[src/rtl/pc_fetch_gen_if.sv]
// Fetch request bus between the PC generator (master) and instruction memory (slave).
// Handshake: a request transfers only on a cycle where fetch_valid && fetch_ready; the master may
// withdraw or replace a request while valid is high, and the slave must not assume address stability.
interface pc_fetch_gen_if #(
    parameter int ADDR_W  = 32,
    parameter int EPOCH_W = 2
);
    logic               fetch_valid;
    logic               fetch_ready;
    logic [ADDR_W-1:0]  fetch_addr;
    logic [EPOCH_W-1:0] fetch_epoch;

    modport master (
        output fetch_valid,
        output fetch_addr,
        output fetch_epoch,
        input  fetch_ready
    );

    modport slave (
        input  fetch_valid,
        input  fetch_addr,
        input  fetch_epoch,
        output fetch_ready
    );
endinterface

[src/rtl/pc_fetch_gen.sv]
// Program counter and fetch-request generator with trap/redirect priority, halt/resume and epochs.
// Optional return-address stack is enabled by defining PC_RAS_EN.
module pc_fetch_gen #(
    parameter int                ADDR_W      = 32,
    parameter logic [ADDR_W-1:0] RESET_VEC   = '0,
    parameter int                INSTR_BYTES = 4,
    parameter int                EPOCH_W     = 2,
    parameter int                RAS_DEPTH   = 4
) (
    input  logic              clk,
    input  logic              rst_n,
    pc_fetch_gen_if.master    fetch,
    input  logic              redirect,
    input  logic [ADDR_W-1:0] redirect_pc,
    input  logic              trap,
    input  logic [ADDR_W-1:0] trap_vec,
    input  logic              halt_req,
    input  logic              resume,
    output logic              halted,
    output logic              misalign,
`ifdef PC_RAS_EN
    input  logic              ras_push,
    input  logic              ras_pop,
    output logic              ras_empty,
`endif
    output logic [1:0]        dbg_state_o
);

    typedef enum logic [1:0] {
        BOOT   = 2'd0,
        RUN    = 2'd1,
        HALTED = 2'd2
    } state_e;

    localparam logic [ADDR_W-1:0] STRIDE   = ADDR_W'(INSTR_BYTES);
    localparam logic [ADDR_W-1:0] LOW_MASK = STRIDE - ADDR_W'(1);

    state_e             state_q;
    logic               boot_q;
    logic [ADDR_W-1:0]  pc_q;
    logic [EPOCH_W-1:0] epoch_q;
    logic               valid_q;
    logic               halted_q;
    logic               misalign_q;

    logic [ADDR_W-1:0]  pc_inc;
    logic [EPOCH_W-1:0] epoch_inc;
    logic [ADDR_W-1:0]  redir_tgt;
    logic [ADDR_W-1:0]  trap_tgt;
    logic               redir_mis;
    logic               trap_mis;
    logic               ras_take;
    logic [ADDR_W-1:0]  ras_top;

    assign pc_inc    = pc_q + STRIDE;
    assign epoch_inc = epoch_q + EPOCH_W'(1);
    assign redir_tgt = redirect_pc & ~LOW_MASK;
    assign trap_tgt  = trap_vec & ~LOW_MASK;
    assign redir_mis = |(redirect_pc & LOW_MASK);
    assign trap_mis  = |(trap_vec & LOW_MASK);

    assign fetch.fetch_valid = valid_q;
    assign fetch.fetch_addr  = pc_q;
    assign fetch.fetch_epoch = epoch_q;
    assign halted            = halted_q;
    assign misalign          = misalign_q;
    assign dbg_state_o       = state_q;

    // BOOT spans two cycles so the first request appears two cycles after the last reset edge.
    always_ff @(posedge clk) begin
        if (!rst_n) begin
            state_q    <= BOOT;
            boot_q     <= 1'b0;
            pc_q       <= RESET_VEC;
            epoch_q    <= '0;
            valid_q    <= 1'b0;
            halted_q   <= 1'b0;
            misalign_q <= 1'b0;
        end else begin
            misalign_q <= 1'b0;
            case (state_q)
                BOOT: begin
                    pc_q   <= RESET_VEC;
                    boot_q <= 1'b1;
                    if (boot_q) begin
                        state_q <= RUN;
                        valid_q <= 1'b1;
                    end
                end
                RUN: begin
                    if (trap) begin
                        pc_q       <= trap_tgt;
                        epoch_q    <= epoch_inc;
                        misalign_q <= trap_mis;
                    end else if (redirect) begin
                        pc_q       <= redir_tgt;
                        epoch_q    <= epoch_inc;
                        misalign_q <= redir_mis;
                        if (halt_req) begin
                            state_q  <= HALTED;
                            valid_q  <= 1'b0;
                            halted_q <= 1'b1;
                        end
                    end else if (ras_take) begin
                        pc_q    <= ras_top;
                        epoch_q <= epoch_inc;
                    end else begin
                        // A request accepted in the halting cycle still advances the pc.
                        if (fetch.fetch_ready) begin
                            pc_q <= pc_inc;
                        end
                        if (halt_req) begin
                            state_q  <= HALTED;
                            valid_q  <= 1'b0;
                            halted_q <= 1'b1;
                        end
                    end
                end
                HALTED: begin
                    if (trap) begin
                        pc_q       <= trap_tgt;
                        epoch_q    <= epoch_inc;
                        misalign_q <= trap_mis;
                        state_q    <= RUN;
                        valid_q    <= 1'b1;
                        halted_q   <= 1'b0;
                    end else if (redirect) begin
                        pc_q       <= redir_tgt;
                        epoch_q    <= epoch_inc;
                        misalign_q <= redir_mis;
                    end else if (resume) begin
                        state_q  <= RUN;
                        valid_q  <= 1'b1;
                        halted_q <= 1'b0;
                    end
                end
                default: begin
                    state_q  <= BOOT;
                    boot_q   <= 1'b0;
                    valid_q  <= 1'b0;
                    halted_q <= 1'b0;
                end
            endcase
        end
    end

`ifdef PC_RAS_EN
    localparam int               PTR_W    = (RAS_DEPTH > 1) ? $clog2(RAS_DEPTH) : 1;
    localparam int               CNT_W    = $clog2(RAS_DEPTH + 1);
    localparam logic [PTR_W-1:0] PTR_LAST = PTR_W'(RAS_DEPTH - 1);
    localparam logic [CNT_W-1:0] CNT_FULL = CNT_W'(RAS_DEPTH);

    logic [ADDR_W-1:0] ras_mem_q [RAS_DEPTH];
    logic [PTR_W-1:0]  ras_sp_q;
    logic [PTR_W-1:0]  ras_sp_dec;
    logic [PTR_W-1:0]  ras_sp_inc;
    logic [CNT_W-1:0]  ras_cnt_q;
    logic              ras_put;

    assign ras_sp_dec = (ras_sp_q == '0) ? PTR_LAST : ras_sp_q - PTR_W'(1);
    assign ras_sp_inc = (ras_sp_q == PTR_LAST) ? '0 : ras_sp_q + PTR_W'(1);
    assign ras_top    = ras_mem_q[ras_sp_dec];
    assign ras_empty  = (ras_cnt_q == '0);
    assign ras_take   = (state_q == RUN) && ras_pop && !trap && !redirect && !ras_empty;
    assign ras_put    = valid_q && fetch.fetch_ready && ras_push;

    // Circular buffer: a push onto a full stack silently overwrites the oldest entry.
    always_ff @(posedge clk) begin
        if (!rst_n) begin
            ras_sp_q  <= '0;
            ras_cnt_q <= '0;
        end else if (ras_take && ras_put) begin
            ras_mem_q[ras_sp_dec] <= pc_inc;
        end else if (ras_take) begin
            ras_sp_q  <= ras_sp_dec;
            ras_cnt_q <= ras_cnt_q - CNT_W'(1);
        end else if (ras_put) begin
            ras_mem_q[ras_sp_q] <= pc_inc;
            ras_sp_q            <= ras_sp_inc;
            if (ras_cnt_q != CNT_FULL) begin
                ras_cnt_q <= ras_cnt_q + CNT_W'(1);
            end
        end
    end
`else
    assign ras_take = 1'b0;
    assign ras_top  = '0;
`endif

endmodule

[src/flat_wrapper.sv]
// flat-port wrapper written by rule: the top's interface ports become plain ports
module pc_fetch_gen_flat 
#(
    parameter int                ADDR_W      = 32,
    parameter logic [ADDR_W-1:0] RESET_VEC   = '0,
    parameter int                INSTR_BYTES = 4,
    parameter int                EPOCH_W     = 2,
    parameter int                RAS_DEPTH   = 4
)
  (clk, rst_n, redirect, redirect_pc, trap, trap_vec, halt_req, resume, halted, misalign, dbg_state_o, fetch_fetch_valid, fetch_fetch_addr, fetch_fetch_epoch, fetch_fetch_ready);
  pc_fetch_gen_if #(.ADDR_W(ADDR_W), .EPOCH_W(EPOCH_W)) fetch_i ();
  input  logic clk;
  input  logic rst_n;
  input  logic redirect;
  input  logic [ADDR_W-1:0] redirect_pc;
  input  logic trap;
  input  logic [ADDR_W-1:0] trap_vec;
  input  logic halt_req;
  input  logic resume;
  output logic halted;
  output logic misalign;
  output logic [1:0] dbg_state_o;
  output wire logic [$bits(fetch_i.fetch_valid)-1:0] fetch_fetch_valid;
  output wire logic [$bits(fetch_i.fetch_addr)-1:0] fetch_fetch_addr;
  output wire logic [$bits(fetch_i.fetch_epoch)-1:0] fetch_fetch_epoch;
  input wire logic [$bits(fetch_i.fetch_ready)-1:0] fetch_fetch_ready;
  assign fetch_fetch_valid = fetch_i.fetch_valid;
  assign fetch_fetch_addr = fetch_i.fetch_addr;
  assign fetch_fetch_epoch = fetch_i.fetch_epoch;
  assign fetch_i.fetch_ready = fetch_fetch_ready;
  pc_fetch_gen #(.ADDR_W(ADDR_W), .RESET_VEC(RESET_VEC), .INSTR_BYTES(INSTR_BYTES), .EPOCH_W(EPOCH_W), .RAS_DEPTH(RAS_DEPTH)) u_core (.clk(clk), .rst_n(rst_n), .fetch(fetch_i), .redirect(redirect), .redirect_pc(redirect_pc), .trap(trap), .trap_vec(trap_vec), .halt_req(halt_req), .resume(resume), .halted(halted), .misalign(misalign), .dbg_state_o(dbg_state_o));
endmodule
[config.mk]
export PLATFORM = sky130hd
export DESIGN_NAME = pc_fetch_gen_flat
export DESIGN_NICKNAME = d
export VERILOG_FILES = /design/src/rtl/pc_fetch_gen_if.sv /design/src/rtl/pc_fetch_gen.sv /design/src/flat_wrapper.sv
export SDC_FILE = /design/constraint.sdc
export NUM_CORES = 1
export LEC_CHECK = 0
export BUFFER_PORTS_ARGS = -buffer_cell sky130_fd_sc_hd__buf_4
export CAP_MARGIN = 20
export CORE_UTILIZATION = 47
export DETAILED_ROUTE_END_ITERATION = 7
export GPL_ROUTABILITY_DRIVEN = 0
export PLACE_DENSITY_LB_ADDON = 0.3
export REMOVE_ABC_BUFFERS = 1
export SYNTH_ARGS = -nofsm -noshare
export SYNTH_HDL_FRONTEND = slang
export SYNTH_SLANG_ARGS = --single-unit
[constraint.sdc]
create_clock -name clk -period 2.27 [get_ports clk]
set_input_delay 0.1135 -clock clk [delete_from_list [all_inputs] [get_ports clk]]
set_output_delay 0.1135 -clock clk [all_outputs]
set_load 0.1 [all_outputs]
==> results of run 1 <==
==> worst max-delay path: cells and delay by family (launching register included) <==
kind / cells / cell delay, ps
AO/OA/AOI/OAI: 3 / 750
buffers and inverters: 3 / 720
flip-flops: 1 / 430
adder cells (fa/ha/maj): 1 / 260
==> layout by cell type, fill, tap and decap left out, types with 6 or more instances in the layout <==
cell and instances:
buf_4 136, o22ai_1 16, nand2b_1 9, inv_1 16, nor2_1 34, nand4_1 7
a221o_1 7, a22o_1 9, a21oi_1 17, a21o_1 9, nor4_1 6, nand2_1 47
mux2i_1 6, clkbuf_8 6, o21ai_0 31, dfxtp_1 38, o31ai_1 13, nand3_1 19
nor3_1 13, xnor2_1 8
==> per-layer routing <==
| layer | share of wire [%] | track usage (%) | vias to the layer above |
|---|---|---|---|
| met2 | 48 | 52.5 | 261 |
| li1 | - | - | 1829 |
| met3 | 10 | 5.57 | 42 |
| met4 | 2.6 | 11.9 | 0 |
| met1 | 40 | 38.6 | 1846 |
| met5 | 0 | 0 | - |
==> report_power, final <==
part	total [µW]	internal, µW	switching [µW]	leakage (µW)
Combinational	2160	695	1460	0.00140
Sequential	891	766	125	0.000308
Clock	501	245	256	0.0000482
Total	3550	1710	1840	0.00176
==> stage by stage <==
stage / hold WS [ps] / util [%]
finish: 51.9 / 66.8
global route: 72.6 / 66.8
CTS: 53.3 / 66.3
detailed placement: 366 / 64.7
global placement: 345 / 64.7
floorplan: 251 / -
==> path summary, 6_finish.rpt <==
check,cells past startpoint,slack [ps],to,from
worst min-delay path,2,50,u_core.misalign,trap_vec[0]
worst max-delay path,7,60,u_core.fetch.fetch_addr[12],u_core.dbg_state_o[0]
worst max register to register,7,60,u_core.fetch.fetch_addr[12],u_core.dbg_state_o[0]
worst min register to register,2,490,u_core.halted,u_core.halted
==> state kept, by name, indices dropped and copies added, names as in the netlist <==
register / flops
u_core.misalign: 1
u_core.fetch.fetch_valid: 1
u_core.fetch.fetch_addr: 30
u_core.halted: 1
u_core.boot_q: 1
u_core.fetch.fetch_epoch: 2
u_core.dbg_state_o: 2
==> kinds of logic (layout without fill, tap and decap cells) <==
group,count (synthesis),after routing
other,1,2
buffers and inverters,46,161
AND/OR/NAND/NOR,167,167
AO/OA/AOI/OAI,147,147
XOR/XNOR,13,13
multiplexers,9,9
adder cells (fa/ha/maj),5,5
flip-flops,38,38
==> what timing repair did <==
item / in CTS / in global routing
hold buffers: 0 / 0
gates resized for setup: 1 / 6
endpoints found under the setup margin: 1 / 21
==> cell type report <==
cell class,count,share of cell area [%]
clock buffers,7,2.03
clock inverters,1,0.117
inverters,16,1.41
multi-input cells,343,51.9
flip-flops and latches,38,17.8
well taps,77,2.26
repair buffers,137,24.4
==> results.tsv, run 1 <==
metric	value	unit
status	finished, final reports clean	
FF+latch area	761	µm²
Async SR Flop Fraction	0	%
wire per inst	17.7	µm
root buffer cell	clkbuf_8	
setup TNS	0	ps
clock-pin slew on the worst setup and hold paths	80	ps
placed instance area	0.00413	mm²
Setup WS pre-CTS	6.45	ps
simple-gate share of the synthesized area	27.0	%
Worst IR Drop VDD	0.861	mV
multi-input combinational cell area	0.00221	mm²
Hold Vio Cnt, Final	0	
synth top area cells	dfxtp_1 (24%), nand2_1 (5.7%), o21ai_0 (5.0%)	
Nets	617	
initial DRC count	333	
post-synthesis mux area share	3.01	%
max_slew headroom	55.0	%
Worst Skew	6.60	ps
router iterations before antenna repair	6	
Max Root-Sink Buffers	2	
post-synth top area cell	dfxtp_1	
CP most frequent cell	buf_4	
share of cells above drive strength 1	30.4	%
Buffers on Ports	107	
DIE WIDTH	83.4	µm
total vias in the final route	3978	
Residual DRC	0	
initial antenna violation count	0	
Post-Syn Area per Cell	7.31	µm²
CTS tree	yes	
post-synthesis adder-cell area fraction	2.01	%
Core Region	0.00639	mm²
Detailed Place HPWL	8.13	mm
Final ANT Viol Nets	0	
CTS Buf Count	5	
CP startpoint kind	flop	
Initial Utilization	48.7	%
largest net degree at the start of global routing	24	
Arrival @ worst endpoint	2460	ps
Synth top cells by count	nand2_1 (47), dfxtp_1 (38), nor2_1 (36)	
final setup violating endpoints	0	
sequential area share after synthesis	24.4	%
Max FO, Critical Path	19	
Unique masters post-synth	59	
Cell Pwr Density	832	mW/mm²
main combinational cell family by area after synthesis	compound AO/OA/AOI/OAI gates	
fillers	548	
number of synthesized flops with an enable pin	0	
Least-Margin Pin Slew	674	ps
max-cap viol count	0	
row cnt	29	
Crit path required time	2520	ps
count of yosys warnings during synthesis	0	
# diodes	0	
Setup Crit Path Kind	flop to flop	
Synth Area in Compound Gates	33.8	%
cell area after synthesis	0.00311	mm²
# H-tree levels	2	
I/O Pins	110	
flops & latches, synth	38	
max-slew violations	0	
clk_lat worst skew	300	ps
Post-CTS Setup Bufs	0	
CP max stage delay	540	ps
predominant post-synthesis flop cell	dfxtp_1	
HP Class	primary input to flop	
CTS sink count	38	
Synth top area share	24.4	%
gr ovfl total	0	
Synth Area in XOR/XNOR	3.66	%
total wire length	11.0	mm
Vias/cell	6.43	
final period utilization	97.4	%
Max Clock Freq	452	MHz
placed cells	611	
post-route setup slack	58.0	ps
CP Capture Type	flop	
Pleak	0.00176	µW
top-count cell post-synth	nand2_1	
slowest stage cell on the critical path	a2111oi_1	
die area	0.00695	mm²
first-pass GRT wire length	17.4	mm
chip height	83.4	µm
GRT Resource Usage Total	30.9	%
Tmin final	2210	ps
Final Instance Area	0.00426	mm²
vias in the first global route	3682	
Area growth, synth to finish	36.9	%
Pwr Total	3550	µW
Synth Instances	426	
CP cell instances	ha_1, buf_4, inv_1, a2111oi_1, buf_4, a21o_1, a22o_1	
post-route insts no fill	619	
Note: power is estimated with default switching activity, not from simulation.
==> run 2: changes to the inputs <==
- ABC_AREA: not set -> 1
- BUFFER_PORTS_ARGS: -buffer_cell sky130_fd_sc_hd__buf_4 -> not set
- CORE_UTILIZATION: 47 -> 50
- DONT_BUFFER_PORTS: not set -> 1
==> run 2 against run 1 <==
The flow now finishes with violations (design-rule violations). Clock skew increased by 0.99 ps. Worst setup slack improved by 98 ps. Maximum frequency rose by 4.7%. Synthesized area up 9.4%. Count of clock-buffer cells in the layout shrank 1. Combinational power about the same. Critical endpoint is now u_core.fetch.fetch_addr[5]. Largest power group unchanged.
==> results.tsv, run 2 <==
metric	value	unit	change
final setup violating endpoints	0		unchanged
sequential area share after synthesis	22.3	%	-2.1 points
Synth Instances	590		+38%
Hold Path Cell Cnt	2		unchanged
Critical R2R Launch	u_core.dbg_state_o[1]		
CP startpoint kind	flop		
Flop pwr share	26.2	%	+1.1 points
Final Instance Area	0.00379	mm²	-11%
Initial Utilization	52.7	%	+4.0 points
total wire length	10.4	mm	-4.9%
CP Capture Type	flop		
Clk network pwr share	14.3	%	+0.2 points
hold slack	32.1	ps	-19.7 ps
highest routing layer actually used	met4		
Hold Path End	u_core.fetch.fetch_addr[6]		
Async SR Flop Fraction	0	%	unchanged
WL met2	4.85	mm	-7.2%
predominant post-synthesis flop cell	dfxtp_1		
initial antenna violation count	0		unchanged
Vias/cell	5.60		-13%
commonest non-fill, non-tap cell in the layout	nand2_1		
NetSw	2070	µW	+12%
count of yosys warnings during synthesis	0		unchanged
max reg flops	30		unchanged
flops & latches, synth	38		unchanged
FF-to-FF End	u_core.fetch.fetch_addr[5]		
top-count cell post-synth	nand2_1		
max-cap viol count	0		unchanged
gr ovfl total	0		unchanged
total vias in the final route	3881		-2.4%
synth top area cells	dfxtp_1 (22%), nand2_1 (21%), nor2_1 (8.9%)		
post-route insts no fill	693		+12%
largest net degree at the start of global routing	40		+67%
HP Class	primary input to flop		
status	complete, but fails checks		
Worst Skew	7.59	ps	+0.990 ps
sw frac	57.2	%	+5.3 points
Max Root-Sink Buffers	2		unchanged
max_slew headroom	35.3	%	-20 points
CTS Buf Count	5		unchanged
final period utilization	93.1	%	-4.3 points
RSZ-0062 raised after global routing	no		
wire per inst	15.1	µm	-15%
# diodes	0		unchanged
Max FO, Critical Path	19		unchanged
Setup WS pre-CTS	251	ps	+245 ps
root buffer cell	clkbuf_8		
row cnt	29		unchanged
placed instance area	0.00365	mm²	-12%
Arrival @ worst endpoint	2330	ps	-130 ps
Detailed Place HPWL	7.43	mm	-8.6%
cell internal pwr	1550	µW	-9.2%
chip height	84.5	µm	+1.4%
router iterations before antenna repair	7		+1
fillers	671		+22%
Core Region	0.00646	mm²	+1.1%
Synth top area share	22.3	%	-2.1 points
number of synthesized flops with an enable pin	0		unchanged
first-pass GRT wire length	16.6	mm	-4.5%
share of cells above drive strength 1	15.1	%	-15 points
most frequent cells in the layout	nand2_1 (194), nor2_1 (80), o21ai_0 (51)		
Pleak	0.00154	µW	-12%
WL met1	4.53	mm	+4.0%
Setup Crit Path Kind	flop to flop		
Tmin final	2110	ps	-98.5 ps
Crit path required time	2490	ps	-30 ps
Final ANT Viol Nets	0		unchanged
Worst IR Drop VDD	0.871	mV	+1.1%
Buffers on Ports	0		-100%
reg2reg path depth	10		+3
CTS tree	yes		
max-slew violations	0		unchanged
vias in the first global route	3561		-3.3%
placed cells	682		+12%
cell area after synthesis	0.00341	mm²	+9.4%
clk_lat worst skew	300	ps	about the same
worst hold start	trap_vec[6]		
die area	0.00715	mm²	+2.8%
GRT Resource Usage Total	28.8	%	-2.0 points
post-route setup slack	157	ps	+98.5 ps
power share of the combinational group	59.5	%	-1.3 points
Least-Margin Pin Slew	969	ps	+295 ps
CTS sink count	38		unchanged
failing checks	design-rule violations		
wire length on met3	862	µm	-22%
post-synth top area cell	dfxtp_1		
clock-pin slew on the worst setup and hold paths	80	ps	about the same
Hold Vio Cnt, Final	0		unchanged
I/O Pins	110		unchanged
Synth top cells by count	nand2_1 (194), nor2_1 (81), o21ai_0 (51)		
initial DRC count	230		-31%
Residual DRC	6		+6
Nets	691		+12%
Post-Syn Area per Cell	5.77	µm²	-21%
# H-tree levels	2		unchanged
R2R setup slack	160	ps	+100 ps
Area growth, synth to finish	11.2	%	
Cell Pwr Density	956	mW/mm²	+15%
Unique masters post-synth	40		-32%
Max Clock Freq	473	MHz	+4.7%
DIE WIDTH	84.5	µm	+1.4%
-- run 2: worst max-delay path: stages, from the launching register on --
cell and delay, ps:
dfxtp_1 390, inv_1 100, ha_1 210, inv_2 150, o21ai_1 120, a21oi_4 250
nand2_1 130, clkinv_2 260, o21ai_0 140, a21o_1 180, a21oi_1 110
-- run 2: kinds of logic after synthesis --
logic type / share of synthesized area [%]
AO/OA/AOI/OAI: 22.9
flip-flops: 22.3
other: 0.110
buffers and inverters: 10.5
XOR/XNOR: 1.03
AND/OR/NAND/NOR: 41.2
adder cells (fa/ha/maj): 1.84
-- run 2: through the flow --
| stage | power, µW | TNS, ps | utilization (%) |
|---|---|---|---|
| finish | 3620 | 0 | 58.6 |
| global route | 3840 | 0 | 58.6 |
| CTS | 3590 | 0 | 58.3 |
| detailed placement | 3070 | 0 | 56.5 |
| global placement | 3030 | 0 | 56.5 |
| floorplan | 2570 | -18710 | - |
-- run 2: how the worst max path moves through the flow --
| stage | from | to |
|---|---|---|
| 6_report | u_core.dbg_state_o[1] | u_core.fetch.fetch_addr[5] |
| 5_1_grt | u_core.dbg_state_o[1] | u_core.fetch.fetch_addr[5] |
| 4_1_cts | u_core.dbg_state_o[1] | u_core.fetch.fetch_addr[25] |
| 3_5_place_dp | u_core.dbg_state_o[1] | u_core.fetch.fetch_addr[25] |
| 3_3_place_gp | u_core.dbg_state_o[1] | u_core.fetch.fetch_addr[17] |
| 2_1_floorplan | u_core.dbg_state_o[0] | u_core.fetch.fetch_addr[5] |
-- run 2: layout make-up --
cell class	instances	area [µm²]	share of cell area [%]
Timing Repair inverter	1	7.51	0.198
Tap cell	77	96.3	2.54
Clock inverter	2	12.5	0.330
Timing Repair Buffer	45	343	9.05
Sequential cell	38	761	20.1
Multi-Input combinational cell	477	2300	60.8
Clock buffer	6	82.6	2.18
Inverter	47	181	4.79
-- run 2: what timing repair did --
action | in CTS | in global routing
buffers inserted | 0 | 0
hold buffers | 2 | 0
resized for setup | 0 | 4
setup endpoints to repair | 0 | 3
hold endpoints to repair | 5 | 0
-- run 2: power by group through the flow --
stage                     registers, µW  clock network [µW]  logic, µW
final                               948                 519       2150
after global routing                965                 556       2320
after CTS                           945                 526       2120
after detailed placement            959                   0       2110
after global placement              952                   0       2080
after floorplan                    1780                   0        793
-- run 2: metal layers --
metal / track usage (%) / vias to the layer above
met3: 5.51 / 22
li1: - / 1950
met1: 37.0 / 1744
met2: 48.8 / 165
met4: 9.09 / 0
met5: 0 / -
==> run 3: changes to the inputs <==
- CORE_MARGIN: not set -> 10
==> run 3 against run 2 <==
The flow now finishes without violations. Global-route usage shrank 6.9 points. Total power grew 0.24%. Non-clock buffer count is the same. Critical path depth is the same. Register-to-register slack lost 50 ps. Routed wire length grew 13%. Utilization shrank 2.2 points. Die area grew 47%. Clock skew grew 2.6 ps. Critical path type unchanged. Largest cell class unchanged.
==> results.tsv, run 3 (same netlist as run 2, synthesis figures left out) <==
metric	value	unit	change
Flop pwr share	25.8	%	-0.4 points
cell internal pwr	1550	µW	+0.11%
crit path buf inv count	3		unchanged
Residual DRC	0		-6
row cnt	30		+3.4%
clock-pin slew on the worst setup and hold paths	80	ps	about the same
# diodes	0		unchanged
CTS tree	yes		
DIE WIDTH	103	µm	+21%
Crit path required time	2510	ps	+20 ps
# H-tree levels	2		unchanged
Max Root-Sink Buffers	2		unchanged
power share of the combinational group	60.3	%	+0.8 points
commonest non-fill, non-tap cell in the layout	nand2_1		
Final ANT Viol Nets	0		unchanged
largest net degree at the start of global routing	40		unchanged
root buffer cell	clkbuf_8		
max reg flops	30		unchanged
hold slack	18.1	ps	-14.0 ps
CP Capture Type	flop		
Area growth, synth to finish	11.4	%	
sw frac	57.2	%	about the same
CP startpoint kind	flop		
initial DRC count	260		+13%
I/O Pins	110		unchanged
Hold Vio Cnt, Final	0		unchanged
Initial Utilization	50.7	%	-2.0 points
CTS sink count	38		unchanged
initial antenna violation count	0		unchanged
Core Region	0.00672	mm²	+4.0%
Least-Margin Pin Slew	946	ps	-23.6 ps
wire per inst	17.0	µm	+13%
CTS Buf Count	5		unchanged
Cell Pwr Density	957	mW/mm²	+0.11%
Pleak	0.00154	µW	+0.26%
Worst Skew	10.2	ps	+2.60 ps
most frequent cells in the layout	nand2_1 (194), nor2_1 (80), o21ai_0 (51)		
final setup violating endpoints	0		unchanged
GRT Resource Usage Total	21.9	%	-6.9 points
Detailed Place HPWL	8.50	mm	+14%
placed instance area	0.00367	mm²	+0.45%
Post-CTS Setup Bufs	0		unchanged
HP Class	primary input to flop		
final period utilization	95.2	%	+2.1 points
vias in the first global route	3898		+9.5%
CP cell instances	inv_1, ha_1, inv_2, o21ai_1, a21oi_2, nand2_1, clkinv_2, o21ai_0, a21o_1, a21oi_1		
first-pass GRT wire length	18.7	mm	+13%
Max Clock Freq	463	MHz	-2.2%
die area	0.0105	mm²	+47%
Nets	691		unchanged
RSZ-0062 raised after global routing	no		
router iterations before antenna repair	6		-1
Final Instance Area	0.00379	mm²	+0.13%
Clk network pwr share	13.9	%	-0.4 points
Pwr Total	3630	µW	+0.24%
setup TNS	0	ps	unchanged
max_slew headroom	36.9	%	+1.6 points
share of cells above drive strength 1	14.9	%	-0.16 points
total wire length	11.8	mm	+13%
max-slew violations	0		unchanged
Vias/cell	5.68		+1.5%
Buffers on Ports	0		unchanged
NetSw	2080	µW	+0.34%
Arrival @ worst endpoint	2400	ps	+70 ps
Setup Crit Path Kind	flop to flop		
Tmin final	2160	ps	+48.0 ps
slowest stage cell on the critical path	dfxtp_1		
status	finished, final reports clean		
chip height	103	µm	+21%
max-cap viol count	0		unchanged
CP max stage delay	370	ps	-20 ps
Max FO, Critical Path	19		unchanged
Worst IR Drop VDD	0.798	mV	-8.4%
Crit path max-delay family	compound AO/OA/AOI/OAI gates		
clk_lat worst skew	300	ps	about the same
gr ovfl total	0		unchanged
total vias in the final route	3955		+1.9%
-- run 3: per-stage QoR --
step | util, % | worst slack (ps) | instances
after detailed placement | 54.6 | 223 | 685
after global routing | 56.4 | 33.4 | 696
final | 56.4 | 109 | 696
after global placement | 54.6 | 306 | 685
after CTS | 56.2 | 201 | 695
after floorplan | - | -710 | 562
-- run 3: final timing paths --
| check | start | cells after the start | endpoint | slack, ps |
|---|---|---|---|---|
| setup / recovery | u_core.dbg_state_o[1] | 10 | u_core.fetch.fetch_addr[5] | 110 |
| hold / removal | trap_vec[6] | 2 | u_core.fetch.fetch_addr[6] | 20 |
| setup reg to reg | u_core.dbg_state_o[1] | 10 | u_core.fetch.fetch_addr[5] | 110 |
| hold reg to reg | u_core.fetch.fetch_addr[31] | 2 | u_core.fetch.fetch_addr[31] | 510 |
-- run 3: cell type report --
class,count,area (µm²)
clock buffers,7,86.3
flip-flops and latches,38,761
clock inverters,1,5.00
well taps,80,100
fillers,716,2930
repair buffers,45,355
multi-input cells,477,2300
repair inverters,1,7.51
inverters,47,181
-- run 3: power groups by stage --
stage	sequential (µW)	clock, µW	combinational, µW
after floorplan	1780	0	793
after global placement	945	0	2110
after detailed placement	948	0	2150
after CTS	933	514	2160
after global routing	952	532	2350
final	936	505	2190
-- run 3: layer usage --
metal	vias to the layer above	GRT usage [%]	routed length (µm)
li1	1956	-	-
met1	1808	26.8	4760
met2	179	34.7	5370
met3	12	8.58	1550
met4	0	6.62	125
met5	-	0	0
-- run 3: timing repair --
item	4_1_cts	5_1_grt
endpoints found under the hold margin	5	0
resized for setup	0	3
setup endpoints to repair	0	3
hold buffers	2	0
